===== src/rtl/fifo_rd_arbiter_if.sv =====
// Stream and fifo B-side bundle for fifo_rd_arbiter.
// master = arbiter side, slave = fifo/sink side.
interface fifo_rd_arbiter_if #(
  parameter int DW = 36
);
  logic [7:0]    fifo_empty_i;
  logic [2:0]    fifo_sel_o;
  logic          fifo_re_o;
  logic [DW-1:0] fifo_dat_i;
  logic          out_valid_o;
  logic          out_ready_i;
  logic [DW-1:0] out_dat_o;
  logic          out_hdr_o;
  logic          out_last_o;
  logic [2:0]    out_port_o;

  modport master (
    input  fifo_empty_i,
    input  fifo_dat_i,
    input  out_ready_i,
    output fifo_sel_o,
    output fifo_re_o,
    output out_valid_o,
    output out_dat_o,
    output out_hdr_o,
    output out_last_o,
    output out_port_o
  );

  modport slave (
    output fifo_empty_i,
    output fifo_dat_i,
    output out_ready_i,
    input  fifo_sel_o,
    input  fifo_re_o,
    input  out_valid_o,
    input  out_dat_o,
    input  out_hdr_o,
    input  out_last_o,
    input  out_port_o
  );
endinterface


===== src/rtl/fifo_rd_arbiter.sv =====
// Drains the 8-port fifo B side one transaction at a time into a skid-buffered stream.
// FIFO_RD_FIXED_PRIO_EN: fixed lowest-port-first grant instead of round-robin.
module fifo_rd_arbiter #(
  parameter logic [7:0] PORT_MASK = 8'hFF,
  parameter int         DW        = 36
) (
  input  logic               clk,
  input  logic               rst,
  fifo_rd_arbiter_if.master  bus,
  output logic               busy_o
);

  typedef enum logic [1:0] {
    IDLE,
    POP_HDR,
    DEC_HDR,
    POP_DAT
  } state_t;

  state_t        state;
  state_t        state_nxt;
  logic [2:0]    sel;
  logic [2:0]    sel_nxt;
  logic [2:0]    beat;
  logic [2:0]    beat_nxt;

  logic          inflight;
  logic          inf_hdr;
  logic          inf_last;
  logic          cap_last;

  logic [DW-1:0] sk_dat  [2];
  logic [1:0]    sk_hdr;
  logic [1:0]    sk_last;
  logic [2:0]    sk_port [2];
  logic          wp;
  logic          rp;
  logic [1:0]    cnt;

  logic          deq;
  logic          room;
  logic          pop;
  logic [7:0]    rel;
  logic [7:0]    elig;
  logic          grant;
  logic [2:0]    gnt_port;
  logic [2:0]    base;
  logic [2:0]    idx;

`ifdef FIFO_RD_FIXED_PRIO_EN
  assign base = 3'd0;
`else
  logic [2:0] rr_ptr;

  // advance the round-robin pointer past the port just released
  always_ff @(posedge clk or posedge rst) begin
    if (rst) begin
      rr_ptr <= 3'd0;
    end else if ((state == DEC_HDR && !bus.fifo_dat_i[DW-1]) ||
                 (state == POP_DAT && pop && beat == 3'd0)) begin
      rr_ptr <= sel + 3'd1;
    end
  end

  assign base = rr_ptr;
`endif

  assign deq  = bus.out_valid_o & bus.out_ready_i;
  // words held or in flight, minus the one leaving, must leave a free slot
  assign room = ({1'b0, cnt} + {2'b0, inflight})
                <= (3'd1 + {2'b0, deq});
  assign pop  = (state == POP_HDR || state == POP_DAT) &&
                !bus.fifo_empty_i[sel] && room;

  assign bus.fifo_re_o  = pop;
  assign bus.fifo_sel_o = sel;
  assign busy_o         = (state != IDLE);

  // eligible ports; a port whose final word is still in flight is skipped
  always_comb begin
    rel = 8'd0;
    if (inflight) rel[sel] = 1'b1;
    elig = ~bus.fifo_empty_i & PORT_MASK & ~rel;
  end

  // first eligible port searching upward from base, wrapping mod 8
  always_comb begin
    grant    = 1'b0;
    gnt_port = base;
    idx      = base;
    for (int i = 0; i < 8; i++) begin
      idx = base + 3'(i);
      if (!grant && elig[idx]) begin
        grant    = 1'b1;
        gnt_port = idx;
      end
    end
  end

  // state register
  always_ff @(posedge clk or posedge rst) begin
    if (rst) begin
      state <= IDLE;
      sel   <= 3'd0;
      beat  <= 3'd0;
    end else begin
      state <= state_nxt;
      sel   <= sel_nxt;
      beat  <= beat_nxt;
    end
  end

  // next state: grant, header pop, header decode, data pops
  always_comb begin
    state_nxt = state;
    sel_nxt   = sel;
    beat_nxt  = beat;
    unique case (state)
      IDLE: begin
        if (grant) begin
          sel_nxt   = gnt_port;
          state_nxt = POP_HDR;
        end
      end
      POP_HDR: begin
        if (pop) state_nxt = DEC_HDR;
      end
      DEC_HDR: begin
        if (bus.fifo_dat_i[DW-1]) begin
          beat_nxt  = bus.fifo_dat_i[DW-2 -: 3];
          state_nxt = POP_DAT;
        end else begin
          state_nxt = IDLE;
        end
      end
      POP_DAT: begin
        if (pop) begin
          if (beat == 3'd0) state_nxt = IDLE;
          else              beat_nxt  = beat - 3'd1;
        end
      end
      default: state_nxt = IDLE;
    endcase
  end

  // tags of the word whose RAM read is in flight
  always_ff @(posedge clk or posedge rst) begin
    if (rst) begin
      inflight <= 1'b0;
      inf_hdr  <= 1'b0;
      inf_last <= 1'b0;
    end else begin
      inflight <= pop;
      if (pop) begin
        inf_hdr  <= (state == POP_HDR);
        inf_last <= (state == POP_DAT) && (beat == 3'd0);
      end
    end
  end

  // a read header is its own last word
  assign cap_last = inf_hdr ? ~bus.fifo_dat_i[DW-1] : inf_last;

  // two-entry skid buffer: capture in flight word, release on handshake
  always_ff @(posedge clk or posedge rst) begin
    if (rst) begin
      for (int i = 0; i < 2; i++) begin
        sk_dat[i]  <= '0;
        sk_port[i] <= 3'd0;
      end
      sk_hdr  <= 2'b0;
      sk_last <= 2'b0;
      wp      <= 1'b0;
      rp      <= 1'b0;
      cnt     <= 2'd0;
    end else begin
      if (inflight) begin
        sk_dat[wp]  <= bus.fifo_dat_i;
        sk_hdr[wp]  <= inf_hdr;
        sk_last[wp] <= cap_last;
        sk_port[wp] <= sel;
        wp          <= ~wp;
      end
      if (deq) rp <= ~rp;
      cnt <= cnt + {1'b0, inflight} - {1'b0, deq};
    end
  end

  assign bus.out_valid_o = (cnt != 2'd0);
  assign bus.out_dat_o   = sk_dat[rp];
  assign bus.out_hdr_o   = sk_hdr[rp];
  assign bus.out_last_o  = sk_last[rp];
  assign bus.out_port_o  = sk_port[rp];

endmodule


===== src/flat_wrapper.sv =====
// flat-port wrapper written by rule: the top's interface ports become plain ports
module fifo_rd_arbiter_flat 
#(
  parameter logic [7:0] PORT_MASK = 8'hFF,
  parameter int         DW        = 36
)
  (clk, rst, busy_o, bus_fifo_empty_i, bus_fifo_dat_i, bus_out_ready_i, bus_fifo_sel_o, bus_fifo_re_o, bus_out_valid_o, bus_out_dat_o, bus_out_hdr_o, bus_out_last_o, bus_out_port_o);
  fifo_rd_arbiter_if #(.DW(DW)) bus_i ();
  input  logic clk;
  input  logic rst;
  output logic busy_o;
  input wire logic [$bits(bus_i.fifo_empty_i)-1:0] bus_fifo_empty_i;
  input wire logic [$bits(bus_i.fifo_dat_i)-1:0] bus_fifo_dat_i;
  input wire logic [$bits(bus_i.out_ready_i)-1:0] bus_out_ready_i;
  output wire logic [$bits(bus_i.fifo_sel_o)-1:0] bus_fifo_sel_o;
  output wire logic [$bits(bus_i.fifo_re_o)-1:0] bus_fifo_re_o;
  output wire logic [$bits(bus_i.out_valid_o)-1:0] bus_out_valid_o;
  output wire logic [$bits(bus_i.out_dat_o)-1:0] bus_out_dat_o;
  output wire logic [$bits(bus_i.out_hdr_o)-1:0] bus_out_hdr_o;
  output wire logic [$bits(bus_i.out_last_o)-1:0] bus_out_last_o;
  output wire logic [$bits(bus_i.out_port_o)-1:0] bus_out_port_o;
  assign bus_i.fifo_empty_i = bus_fifo_empty_i;
  assign bus_i.fifo_dat_i = bus_fifo_dat_i;
  assign bus_i.out_ready_i = bus_out_ready_i;
  assign bus_fifo_sel_o = bus_i.fifo_sel_o;
  assign bus_fifo_re_o = bus_i.fifo_re_o;
  assign bus_out_valid_o = bus_i.out_valid_o;
  assign bus_out_dat_o = bus_i.out_dat_o;
  assign bus_out_hdr_o = bus_i.out_hdr_o;
  assign bus_out_last_o = bus_i.out_last_o;
  assign bus_out_port_o = bus_i.out_port_o;
  fifo_rd_arbiter #(.PORT_MASK(PORT_MASK), .DW(DW)) u_core (.clk(clk), .rst(rst), .bus(bus_i), .busy_o(busy_o));
endmodule

===== config.mk =====
export PLATFORM = sky130hd
export DESIGN_NAME = fifo_rd_arbiter_flat
export DESIGN_NICKNAME = d
export VERILOG_FILES = /design/src/rtl/fifo_rd_arbiter_if.sv /design/src/rtl/fifo_rd_arbiter.sv /design/src/flat_wrapper.sv
export SDC_FILE = /design/constraint.sdc
export NUM_CORES = 1
export LEC_CHECK = 0
export BUFFER_PORTS_ARGS = -buffer_cell sky130_fd_sc_hd__clkbuf_2
export CAP_MARGIN = 25
export CORE_MARGIN = 2
export CORE_UTILIZATION = 40
export DETAILED_ROUTE_END_ITERATION = 10
export GPL_TIMING_DRIVEN = 0
export PLACE_DENSITY_LB_ADDON = 0.15
export SLEW_MARGIN = 20
export SYNTH_ARGS = -nofsm -noshare
export SYNTH_HDL_FRONTEND = slang
export SYNTH_SLANG_ARGS = --single-unit

===== constraint.sdc =====
create_clock -name clk -period 8 [get_ports clk]
set_input_delay 1.6 -clock clk [delete_from_list [all_inputs] [get_ports clk]]
set_output_delay 1.6 -clock clk [all_outputs]
set_load 0.05 [all_outputs]

### Yosys cells after proc, flatten, opt, wreduce, memory -nomap -nowiden

Cells that the tools add are included.

| word-level totals | value |
|---|---|
| register bits | 100 |
| input bits | 47 |
| bits in latches | 0 |
| memories | 0 |
| bits in read-only memories | 0 |
| memory bits (writable) | 0 |

| cells by class | value |
|---|---|
| $add $sub $neg | 13 |
| order comparisons | 17 |
| eq/ne operators | 9 |
| multiply operators | 0 |
| bitwise operators | 9 |
| shifts and indexed selects | 0 |
| reduce and logical (&&, ||, !) cells | 35 |
| mux-type cells | 67 |
| divide/modulo/power cells | 0 |

Operators with widths:

| cell | number |
|---|---|
| $mux 36 | 4 |
| $bwmux 72 | 1 |
| $mux 3 | 14 |
| $demux 36 s1 | 1 |
| $lt 3x4->1 const B | 9 |
| $bmux 1 s3 | 9 |
| $mux 1 | 24 |
| $logic_and 1x1->1 | 16 |
| $not 8->8 | 2 |
| $add 3x3->3 const B | 4 |
| $mux 2 | 5 |
| $logic_not 1->1 | 9 |
| $and 8x8->8 | 1 |
| $mux 8 | 1 |
| $ne 2x1->1 const B | 4 |
| $pmux 2 s4 | 1 |
| $reduce_and 4->1 | 2 |
| $add 3x1->3 const B | 2 |
| $add 3x2->3 const B | 2 |
| $bwmux 6 | 1 |
| $pmux 3 s2 | 1 |
| $reduce_bool 2->1 | 3 |
| $bwmux 2 | 2 |
| $eq 2x2->1 const B | 2 |
| other kinds (23) | 30 |

### Depth between registers and ports, before layout

| logic depth | value |
|---|---|
| depth in word-level cells | 33 |
| gate-level depth with buffers | 13 |
| mapped depth without buffers | 11 |

### Worst setup path before layout

No wires, ideal clock.

| path | value |
|---|---|
| path type | input-to-output |
| start point | in bus_out_ready_i |
| end point | out bus_fifo_re_o |
| stages on the path | 6 |
| arrival | 3.385 ns |
| setup slack | 3.015 ns |
| cell sequence | nand2_1 inv_1 fa_1 o31a_1 a21oi_1 a211oi_2 |

| on the way | value |
|---|---|
| word-level cells in the longest chain between the ends | 4 |

Ends and longest elaborated chain:

| item | line | text |
|---|---|---|
| from (decl) | flat_wrapper.sv:14 | `input wire logic [$bits(bus_i.out_ready_i)-1:0] bus_out_ready_i;` |
| $and 1x1->1 | fifo_rd_arbiter.sv:68 | `assign deq = bus.out_valid_o & bus.out_ready_i;` |
| via u_core.deq | fifo_rd_arbiter.sv:40 | `logic deq;` |
| $add 1x1->2 | fifo_rd_arbiter.sv:71 | `<= (3'd1 + {2'b0, deq});` |
| $le 3x3->1 | fifo_rd_arbiter.sv:71 |  |
| $logic_and 1x1->1 | fifo_rd_arbiter.sv:73 | `!bus.fifo_empty_i[sel] && room;` |
| to (decl) | flat_wrapper.sv:16 | `output wire logic [$bits(bus_i.fifo_re_o)-1:0] bus_fifo_re_o;` |

The timed path passes the listed nets, and every way through them passes these cells.

### Final worst setup path

Same ends and word-level chain as after synthesis.

==> impl_metrics.toml <==
[outcome]
status = "finished, final reports clean"

[synthesis]
synth_fp_nets = 528
ys.warnings.count = 0
avgSynthCellArea_um2 = 12.26
synthCells = 470
synthFlopType = "dfrtp_1"
synthDistinctLibCells = 67
synth-seq-cells = 100
yosysSeqAreaShare_pct = 43.41
synth_area_mm2 = 0.005764
synth_edf_count = 0
synth-async-reset-ratio_pct = 100.0

[drt]
ant_nets = 0
drc_errors = 0
viasPerCell = 5.443
via_count = 4137
wl_per_cell_um = 17.57
first_iter_violations = 172
firstDrtPassIters = 4
totalWireLength_um = 13350

[grt]
grt_antenna_before_repair = 0
track_usage_pct = 18.28
grt_max_degree = 62
grt_first_pass_wirelength_um = 21680
overflow = 0
grt_pass1_vias = 4264

[timing]
whs_ns = 0.4899
worst_pin_slew_ns = 0.7116
final_hold_viol_count = 0
drv_slew = 0
fmax_mhz = 190.3
setup_viol = 0
fin_skew_ns = 0.008300
fin_crit_ns = 5.254
tns_ns = 0
rsz0062_at_grt = "false"
fin_crit_sh_pct = 65.68
maxSlewHeadroom_pct = 52.47

[placement]
portBuffers = 93
gp_congestion = 0.8693
hpwl_um = 9918

[setup_path]
path_class = "in2out"
critPathMaxStageDelay_ns = 0.57
endpoint_kind = "primary output"
crit_required_ns = 6.40
cp_num_buf_inv = 3
cp_slowest_cell = "a211oi_2"
crit_family = "compound AO/OA/AOI/OAI gates"
cpMostUsedCell = "clkbuf_2"
worst-endpoint-arrival_ns = 3.65
path_cells = "clkbuf_2 > nand2_1 > inv_1 > fa_1 > o31a_1 > a21oi_1 > a211oi_2 > clkbuf_2"
cp-start-kind = "primary input"
critPathMaxFanout = 9

[cells_and_area]
final_nets = 633
syn_to_final_growth_pct = 18.52
antennaDiodeCount = 0
drive_above_1_share_pct = 48.28
fin_util_pct = 48.84

[die]
row_count = 43
fp.dieW_um = 124.0
die_y_um = 124.0
initial_utilization_pct = 41.21
io_pins = 94
dieArea_mm2 = 0.01539
core_mm2 = 0.01399

[clock_tree]
clk_path_buf_depth = 2
hold_buffers = 0
clk_pin_slew_worst_paths_ns = 0.07
cts_made_buffers = 9
post_cts_buffers = 0
ctsResizeCount = 0
insertion_delay_ns = 0.34
cts_tree = "done"
root_buffer = "clkbuf_16"
clock-sinks = 100
cts_max_level = 3

[hold_path]
min_path_type = "reg2reg"

[run]
maxCapViolations = 0
==> worst reg2reg max path, cell delays in order (launching register included) <==
cell	delay (ns)
dfrtp_1	0.49
clkbuf_8	0.23
clkbuf_8	0.17
inv_1	0.08
ha_1	0.44
buf_2	0.28
inv_1	0.15
o32ai_1	0.48
o22ai_1	0.29
o21ba_4	0.29
o31ai_1	0.08
o311ai_0	0.26
a211oi_1	0.39
a211o_1	0.16
==> synthesized netlist by cell type (all sizes together), types with 5 or more instances <==
cell type    n  share of area (%)
o21ai       17                1.5
o21a         5               0.65
mux2i       12                2.3
nor2        23                1.5
xor2         5               0.76
nand2b       5               0.54
o22ai        5               0.54
dfrtp      100                 43
mux4         6                2.3
inv         18                1.2
xnor2        6               0.91
buf          6               0.96
ha          10                2.2
clkbuf      21                2.6
nand2       20                1.3
mux2       124                 24
a21oi       10               0.93
nor3         7               0.61
==> registers in the layout (all words and copies together) (netlist names) <==
name and cells:
u_core.wp 1, u_core.state 2, u_core.sk_port 6, u_core.inflight 1
u_core.rp 1, u_core.inf_last 1, u_core.sk_last 2, u_core.sk_hdr 2
u_core.beat 3, u_core.bus.fifo_sel_o 3, u_core.base 3, u_core.inf_hdr 1
u_core.sk_dat 72, u_core.cnt 2
==> logic make-up after synthesis <==
family | Yosys count | share of synthesized area [%]
AOI/OAI and AO/OA | 81 | 11.42
and+or+nand+nor | 80 | 7.401
muxes | 142 | 28.87
adders and majority gates | 11 | 2.518
DFF | 100 | 43.41
xor gates and xnor gates | 11 | 1.671
buffers and inverters | 45 | 4.710
==> through the flow <==
stage,worst slack (ns),cells,instance area [um2]
final,2.746,760,6832
after global routing,2.622,760,6832
after CTS,2.769,760,6832
after detailed placement,2.763,744,6487
after global placement,2.722,743,6455
after floorplan,3.015,470,5764
==> worst paths after layout <==
check,start,endpoint,slack (ns),depth (start not counted)
max,bus_out_ready_i,bus_fifo_re_o,2.75,8
min,u_core.beat[1],u_core.beat[1],0.49,2
max reg2reg,u_core.base[0],u_core.bus.fifo_sel_o[2],4.14,13
min reg2reg,u_core.beat[1],u_core.beat[1],0.49,2
max in group asynchronous,rst,u_core.base[1],6.14,3
min in group asynchronous,rst,u_core.sk_dat[15],1.24,2
==> layout by cell type (no fill, tap or decap), drive strengths merged, types with 2 or more instances in the layout <==
cell type  synthesis  layout
mux2             124     124
clkbuf            21     124
dfrtp            100     100
nor2              23      23
nand2             20      20
inv               18      20
o21ai             17      17
mux2i             12      12
ha                10      10
a21oi             10      10
nor3               7       7
buf                6       7
xnor2              6       6
mux4               6       6
nand2b             5       5
xor2               5       5
o22ai              5       5
o21a               5       5
nor2b              4       4
or2                4       4
o32ai              4       4
a22o               4       4
nand3              3       3
o31a               3       3
a22oi              3       3
a31oi              3       3
o211ai             3       3
a211oi             3       3
a2111oi            3       3
o31ai              3       3
and4bb             2       2
o32a               2       2
nand4b             2       2
a211o              2       2
nor4               2       2
a21o               2       2
bufinv             0       2
clkinv             0       2
==> routing by layer <==
| layer | share of wire (%) | GRT usage (%) |
|---|---|---|
| met1 | 45 | 23.74 |
| met2 | 49 | 30.16 |
| met3 | 5.0 | 4.716 |
| met4 | 1.2 | 5.267 |
| met5 | 0 | 0 |
==> area by class of cell <==
cell class                      instances  area (um2)
Timing Repair Buffer                   94       493.0
Buffer                                 27       203.9
Tap cell                              180       225.2
Sequential cell                       100        2502
Multi-Input combinational cell        325        2990
Fill cell                            1295        7157
Clock inverter                          6       105.1
Clock buffer                           10       239.0
Inverter                               18       72.57
Power is left out: the tool's default activity adds up to more than one toggle a clock period on the data nets, which glitch-free logic cannot reach.
